<file path="config.mk">
export PLATFORM = sky130hd
export DESIGN_NAME = move_input_ctrl_flat
export DESIGN_NICKNAME = d
export VERILOG_FILES = /design/src/rtl/move_input_ctrl_if.sv /design/src/rtl/move_input_ctrl.sv /design/src/flat_wrapper.sv
export SDC_FILE = /design/constraint.sdc
export NUM_CORES = 1
export LEC_CHECK = 0
export BUFFER_PORTS_ARGS = -buffer_cell sky130_fd_sc_hd__buf_4
export CAP_MARGIN = 20
export CORE_MARGIN = 2
export CORE_UTILIZATION = 49
export CTS_BUF_LIST = sky130_fd_sc_hd__clkbuf_2
export CTS_CLUSTER_SIZE = 8
export DETAILED_ROUTE_END_ITERATION = 8
export GPL_ROUTABILITY_DRIVEN = 0
export PLACE_DENSITY = 0.83
export SLEW_MARGIN = 20
export SYNTH_ARGS = -nofsm -noshare
export SYNTH_HDL_FRONTEND = slang
export SYNTH_SLANG_ARGS = --single-unit
</file>
<file path="constraint.sdc">
create_clock -name clk -period 2.15 [get_ports clk]
set_input_delay 0.1075 -clock clk [delete_from_list [all_inputs] [get_ports clk]]
set_output_delay 0.1075 -clock clk [all_outputs]
set_load 0.01 [all_outputs]
</file>
<file path="src/rtl/move_input_ctrl_if.sv">
// ---------------------------------------------------------------------------
// move_input_ctrl_if
// Move request handshake between the player-input front end and the game
// core.
//   move_req : a validated move is pending (driven by the front end)
//   move_col : column index of the pending move, stable while move_req=1
//   move_ack : game core has taken the move (driven by the game core)
// Modports: master = input front end, slave = game core.
// Revision: 1.0 - initial release
// ---------------------------------------------------------------------------
`default_nettype none

interface move_input_ctrl_if;
    logic       move_req;
    logic [2:0] move_col;
    logic       move_ack;

    modport master (
        output move_req,
        output move_col,
        input  move_ack
    );

    modport slave (
        input  move_req,
        input  move_col,
        output move_ack
    );
endinterface

`default_nettype wire

</file>
<file path="src/rtl/move_input_ctrl.sv">
// ---------------------------------------------------------------------------
// move_input_ctrl
// Connect-four player input front end. Synchronizes and debounces the select
// button, validates the column switches once per debounced press and hands a
// single move request to the game core over a req/ack handshake. Tracks the
// player to move and the number of accepted moves.
//   clk        : system clock
//   reset_n    : asynchronous active-low reset
//   sw         : raw column switches (one-hot column select)
//   select     : raw, bouncy push button
//   col_full   : per-column full flags
//   game_over  : blocks new moves
//   clear      : synchronous new-game pulse
//   move_if    : move_req / move_col / move_ack handshake (master side)
//   player     : player to move (0 = P1, 1 = P2)
//   reject     : one-cycle pulse for a rejected press
//   move_count : accepted moves, saturating at MAX_MOVES
// Revision: 1.0 - initial release
// ---------------------------------------------------------------------------
`default_nettype none

module move_input_ctrl #(
    parameter int COLS            = 7,
    parameter int SW_W            = 8,
    parameter int DEBOUNCE_CYCLES = 4,
    parameter int MAX_MOVES       = 42
) (
    input  logic                clk,
    input  logic                reset_n,
    input  logic [SW_W-1:0]     sw,
    input  logic                select,
    input  logic [COLS-1:0]     col_full,
    input  logic                game_over,
    input  logic                clear,
    move_input_ctrl_if.master   move_if,
    output logic                player,
    output logic                reject,
    output logic [5:0]          move_count
);

    localparam int             CNT_W     = $clog2(DEBOUNCE_CYCLES + 1);
    localparam logic [CNT_W-1:0] DB_LAST = CNT_W'(DEBOUNCE_CYCLES);
    localparam logic [5:0]     MOVES_MAX = 6'(MAX_MOVES);

    typedef enum logic [2:0] {
        S_IDLE     = 3'd0,
        S_PRESS    = 3'd1,
        S_VALIDATE = 3'd2,
        S_REQ      = 3'd3,
        S_RELEASE  = 3'd4
    } state_t;

    state_t           state, state_nx;
    logic [CNT_W-1:0] cnt, cnt_nx, cnt_inc;
    logic             sel_meta, sel_s;
    logic [2:0]       col_q;
    logic             load_col, accept, reject_nx;

    // Move legality, evaluated combinationally and used only in S_VALIDATE
    logic [COLS-1:0]  cols;
    logic [SW_W-1:0]  upper;
    logic [2:0]       idx;
    logic             one_hot, legal;

    always_comb begin
        cols    = sw[COLS-1:0];
        upper   = sw >> COLS;
        one_hot = (cols != '0) && ((cols & (cols - COLS'(1))) == '0);
        idx     = '0;
        for (int i = 0; i < COLS; i++) begin
            if (cols[i]) idx = 3'(i);
        end
        legal = one_hot && (upper == '0) && !col_full[idx] && !game_over;
    end

    // Two-flop synchronizer for the asynchronous button
    always_ff @(posedge clk or negedge reset_n) begin
        if (!reset_n) begin
            sel_meta <= 1'b0;
            sel_s    <= 1'b0;
        end else begin
            sel_meta <= select;
            sel_s    <= sel_meta;
        end
    end

    assign cnt_inc = cnt + CNT_W'(1);

    always_ff @(posedge clk or negedge reset_n) begin
        if (!reset_n) begin
            state <= S_IDLE;
            cnt   <= '0;
        end else begin
            state <= state_nx;
            cnt   <= cnt_nx;
        end
    end

    always_comb begin
        state_nx  = state;
        cnt_nx    = cnt;
        load_col  = 1'b0;
        accept    = 1'b0;
        reject_nx = 1'b0;
        if (clear) begin
            // Land in RELEASE so a held button cannot re-fire after a new game
            state_nx = S_RELEASE;
            cnt_nx   = '0;
        end else begin
            case (state)
                S_IDLE: begin
                    if (sel_s) begin
                        state_nx = S_PRESS;
                        cnt_nx   = '0;
                    end
                end
                S_PRESS: begin
                    if (!sel_s) begin
                        state_nx = S_IDLE;
                        cnt_nx   = '0;
                    end else if (cnt_inc == DB_LAST) begin
                        state_nx = S_VALIDATE;
                        cnt_nx   = '0;
                    end else begin
                        cnt_nx = cnt_inc;
                    end
                end
                S_VALIDATE: begin
                    if (legal) begin
                        load_col = 1'b1;
                        state_nx = S_REQ;
                    end else begin
                        reject_nx = 1'b1;
                        state_nx  = S_RELEASE;
                        cnt_nx    = '0;
                    end
                end
                S_REQ: begin
                    if (move_if.move_ack) begin
                        accept   = 1'b1;
                        state_nx = S_RELEASE;
                        cnt_nx   = '0;
                    end
                end
                S_RELEASE: begin
                    if (sel_s) begin
                        cnt_nx = '0;
                    end else if (cnt_inc == DB_LAST) begin
                        state_nx = S_IDLE;
                        cnt_nx   = '0;
                    end else begin
                        cnt_nx = cnt_inc;
                    end
                end
                default: begin
                    state_nx = S_IDLE;
                    cnt_nx   = '0;
                end
            endcase
        end
    end

    always_ff @(posedge clk or negedge reset_n) begin
        if (!reset_n) begin
            col_q      <= '0;
            player     <= 1'b0;
            reject     <= 1'b0;
            move_count <= '0;
        end else begin
            reject <= reject_nx;
            if (load_col) col_q <= idx;
            if (clear) begin
                player     <= 1'b0;
                move_count <= '0;
            end else if (accept) begin
                player <= ~player;
                if (move_count != MOVES_MAX) move_count <= move_count + 6'd1;
            end
        end
    end

    // Request follows the registered state, so an async reset drops it at once
    assign move_if.move_req = (state == S_REQ);
    assign move_if.move_col = col_q;

endmodule

`default_nettype wire

</file>
<file path="src/flat_wrapper.sv">
// flat-port wrapper written by rule: the top's interface ports become plain ports
module move_input_ctrl_flat 
#(
    parameter int COLS            = 7,
    parameter int SW_W            = 8,
    parameter int DEBOUNCE_CYCLES = 4,
    parameter int MAX_MOVES       = 42
)
  (clk, reset_n, sw, select, col_full, game_over, clear, player, reject, move_count, move_if_move_req, move_if_move_col, move_if_move_ack);
  move_input_ctrl_if move_if_i ();
  input  logic clk;
  input  logic reset_n;
  input  logic [SW_W-1:0] sw;
  input  logic select;
  input  logic [COLS-1:0] col_full;
  input  logic game_over;
  input  logic clear;
  output logic player;
  output logic reject;
  output logic [5:0] move_count;
  output wire logic [$bits(move_if_i.move_req)-1:0] move_if_move_req;
  output wire logic [$bits(move_if_i.move_col)-1:0] move_if_move_col;
  input wire logic [$bits(move_if_i.move_ack)-1:0] move_if_move_ack;
  assign move_if_move_req = move_if_i.move_req;
  assign move_if_move_col = move_if_i.move_col;
  assign move_if_i.move_ack = move_if_move_ack;
  move_input_ctrl #(.COLS(COLS), .SW_W(SW_W), .DEBOUNCE_CYCLES(DEBOUNCE_CYCLES), .MAX_MOVES(MAX_MOVES)) u_core (.clk(clk), .reset_n(reset_n), .sw(sw), .select(select), .col_full(col_full), .game_over(game_over), .clear(clear), .move_if(move_if_i), .player(player), .reject(reject), .move_count(move_count));
endmodule
</file>
# Word level (Yosys, flattened, before mapping)

Cells that the tools add are included.

Output and inout bits: 12
Bits in registers: 19
Logic and storage cells: 80

Reductions and logical operators: 15
Bitwise gates (word level): 2
Magnitude comparators: 1
Add/sub/neg operators: 3
Multiplexer cells: 39
Eq/ne operators: 12

Operator list:

| operator              | count |
|---|---|
| $mux W3               | 20 |
| $pmux W3 S5           | 2 |
| $mux W6               | 3 |
| $mux W1               | 13 |
| $ne A3 B2 Y1 const B  | 3 |
| $logic_not A8 Y1      | 1 |
| $and A7 B7 Y7         | 1 |
| $logic_not A7 Y1      | 1 |
| $reduce_bool A7 Y1    | 1 |
| $sub A7 B1 Y7 const B | 1 |
| $add A6 B1 Y6 const B | 1 |
| $eq A3 B2 Y1 const B  | 2 |
| $eq A3 B3 Y1 const B  | 2 |
| $ne A3 B3 Y1 const B  | 2 |
| $ne A6 B6 Y1 const B  | 1 |
| $reduce_and A5 Y1     | 1 |
| $logic_and A1 B1 Y1   | 4 |
| $lt A3 B4 Y1 const B  | 1 |
| $ne A4 B4 Y1 const B  | 1 |
| $reduce_bool A2 Y1    | 2 |
| $add A3 B1 Y3 const B | 1 |
| $bmux W1 S3           | 1 |
| $eq A3 B1 Y1 const B  | 1 |
| $logic_not A3 Y1      | 1 |
| 4 further kinds       | 5 |

# Depth between registers and ports, before layout

Depth after elaboration: 14
Depth in mapped cells: 8
Gate-level depth less buffers: 8

# Least setup slack after synthesis

OpenSTA, ideal clock, no wires.

Path kind: register to register
Start point: reg u_core.cnt[0]
End point: reg u_core.state[0]
Period minus slack after synthesis: 2.050 ns
Path buffers: 0
Library setup time: 0.124 ns
Cell stages (with the launch flop): 8
Slack: 0.100 ns
Arrival: 1.926 ns
Cell sequence: dfrtp_1 > ha_1 > xor2_1 > a22oi_1 > a31oi_1 > o31ai_1 > mux2_2 > o31a_1

Word-level cells in the longest chain between the ends: 4

RTL lines:

| element                                                       | line                                           | source |
|---|---|---|
| start: declaration                                            | move_input_ctrl.sv:54                          | `logic [CNT_W-1:0] cnt, cnt_nx, cnt_inc;` |
| start signal: assignment                                      | move_input_ctrl.sv:95                          | `cnt <= cnt_nx;` |
| $add A3 B1 Y3 (*)                                             | move_input_ctrl.sv:87                          | `assign cnt_inc = cnt + CNT_W'(1);` |
| $eq A3 B3 Y1 (*)                                              | move_input_ctrl.sv:121, move_input_ctrl.sv:148 |  |
| $ne A4 B4 Y1 (no source line) or $ne A3 B2 Y1 (tied branches) | n/a                                            |  |
| $reduce_and A5 Y1 (no source line) (*)                        | n/a                                            |  |
| end signal: assignment                                        | move_input_ctrl.sv:94                          | `state <= state_nx;` |
| end: declaration                                              | move_input_ctrl.sv:53                          | `state_t state, state_nx;` |

Every way passes the cells marked *; elsewhere a longest branch is shown, timed or not.
A chain may end at the register's enable or synchronous reset.

# Worst setup path in the final report

Same ends and word-level chain as after synthesis.

==> metrics.cfg <==
[outcome]
outcome = completed

[detailed_routing]
routed_via_density = 5.52
wl_per_cell_microns = 12.7
ant_nets = 0
drt-initial-drc-count = 25
via_count = 1076
wl_microns = 2480
dr.pass1.iters = 4
post-route-drc-count = 0

[synthesis]
synth_cells = 128
syn_nets = 153
synth-edff-count = 0
synth.avg_cell_area_sq_um = 9.86
synthArstFlopShare_pct = 100
synth_area_sq_mm = 0.00126
synth_seq_cells = 19
ys.flop_type = dfrtp_1
seq_area_frac_synth_pct = 37.7
yosysWarningCount = 0
synth_cell_type_count = 52

[final_layout]
final_cell_area_sq_mm = 0.00159
fin_nets = 191
layout_commonest_cell = buf_4
instances_no_fill = 195
diodes = 0
final_cell_mix = buf_4, dfrtp_1, nor2_1
drive_gt1_share_pct = 33.3
areaGrowthSynthToFinish_pct = 25.9

[die]
die_w_microns = 54.8
io-pin-count = 33
start_util_pct = 51.4
row_count = 18
die_y_microns = 54.8
coreArea_sq_mm = 0.00245
dieArea_sq_mm = 0.00300

[cts]
clkTransAtPathRegs_ps = 190
root_buffer = clkbuf_2
cts_tree = built
cts.path.max_buffers = 2
numCtsBuffers = 3
clkLatencyLatePin_ps = 320
htreeDepth = 1
numClockSinks = 19

[global_route]
busiest_layer = met2
grt_use_met2_pct = 32.5
grt_use_met1_pct = 24.9
grt.met3_usage_pct = 2.46
grt_max_degree = 20
grtUsageTotal_pct = 19.8
antenna_found_initial = 0
grt_pass1_wl_microns = 4260
grt_pass1_vias = 1034
grt_overflow_total = 0

[worst_setup_path]
crit_chain = ha_1 -> xor2_1 -> a22oi_1 -> a31oi_1 -> o31ai_1 -> buf_4 -> mux2_2 -> o31a_1
arrival_ps = 2230
crit_cells = 8
rr_endpoint = u_core.state[0]
rrSetupSlack_ps = 130
crit_path_end_kind = flip-flop
critPathTopFamily = compound AO/OA/AOI/OAI gates
cp.required_ps = 2360
slowest_stage = dfrtp_1
ff2ff_path_depth = 8
crit_type = flip-flop to flip-flop
critical_path_buf_inv_count = 1
cp-endpoint = u_core.state[0]
crit_start = u_core.cnt[0]
slowest_delay_ps = 450
r2r_start = u_core.cnt[0]
start_kind = flip-flop
worst-path-max-fanout = 5

[timing]
slew_headroom_pct = 73.5
tightestPinTransition_ps = 393
fmaxAchievable_mhz = 495
slew_viol_final = 0
timing.setup.tns_ps = 0
fin_worst_skew_ps = 18.4
period_needed_ps = 2020
finalSetupViolCount = 0
hold_violations = 0
finalCritPeriodShare_pct = 93.9
grt_setup_unrepaired = no

[placement]
port_buffers = 32
dp.cells = 188
hpwlAfterDp_microns = 1950
postPlaceCellArea_sq_mm = 0.00154

[pwr]
power_leakage_nw = 0.755
vdd_ir_drop_max_uv = 325
powerDensity_mw_per_mm2 = 544
total_power_w = 0.000864

[min_path]
hold_class = input port to flip-flop

[flow_run]
maxCapViolCount = 0

## stage by stage
stage	util [%]	hold WS, ps	setup slack (ps)
floorplan	-	-188	100
global placement	62.6	-9.91	196
detailed placement	62.6	-7.69	144
CTS	64.7	109	125
global route	64.7	135	25.1
finish	64.7	122	130
## worst min path at each step
stage | from | endpoint | slack, ps | depth (start not counted)
CTS | game_over | u_core.reject | 110 | 5
floorplan | reset_n | u_core.cnt[0] | -190 | 0
detailed placement | reset_n | u_core.player | -8 | 1
finish | game_over | u_core.reject | 120 | 5
global placement | reset_n | u_core.player | -10 | 1
global route | game_over | u_core.reject | 140 | 5
## layer usage
metal,vias up,part of all wire (%)
li1,534,-
met1,503,47
met2,34,46
met3,5,4.2
met4,0,2.3
met5,-,0
## kinds of logic (layout without fill, tap and decap cells)
group	after synthesis	in the layout	share of synthesized area (%)
AND/OR/NAND/NOR	48	48	21.3
AO/OA/AOI/OAI	31	31	21.4
multiplexers	6	6	6.14
buffers and inverters	12	49	3.87
adder cells (fa/ha/maj)	5	5	4.76
flip-flops	19	19	37.7
XOR/XNOR	7	7	4.86
## synthesized netlist by cell type, drive strengths merged (4+ instances only)
| cell type | instances | area share (%) |
|---|---|---|
| ha | 4 | 4.0 |
| inv | 8 | 2.4 |
| a21oi | 5 | 2.3 |
| nor2 | 13 | 4.1 |
| nand2 | 7 | 2.1 |
| nor3 | 8 | 3.2 |
| mux2 | 5 | 5.4 |
| o21ai | 4 | 1.6 |
| xor2 | 4 | 2.8 |
| dfrtp | 19 | 38 |
## state kept, by name, indices dropped and copies added (netlist names)
signal                   flops
u_core.sel_meta              1
u_core.reject                1
u_core.cnt                   3
u_core.move_count            6
u_core.player                1
u_core.sel_s                 1
u_core.state                 3
u_core.move_if.move_col      3
## report_power, final
group          internal [W]  switching [W]
Combinational      0.000145       0.000131
Clock             0.0000434       0.000113
Sequential         0.000386      0.0000446
Total              0.000575       0.000289
## repair_timing
| item | CTS | global route |
|---|---|---|
| buffers inserted | 0 | 0 |
| hold endpoints to repair | 21 | 0 |
| gates resized for setup | 0 | 0 |
| hold buffers | 3 | 0 |
## tightest hold or removal path, delay by kind of cell
kind	cells	cell delay (ps)
and+or+nand+nor	4	240
buffers and inverters	1	70
## final cells by class
class / count / area, sq um
well taps: 30 / 37.5
fillers: 195 / 866
flip-flops and latches: 19 / 475
clock buffers: 3 / 15.0
clock inverters: 1 / 7.51
repair buffers: 37 / 285
multi-input cells: 97 / 738
inverters: 8 / 30.0
Note: power is estimated with default switching activity, not from simulation.
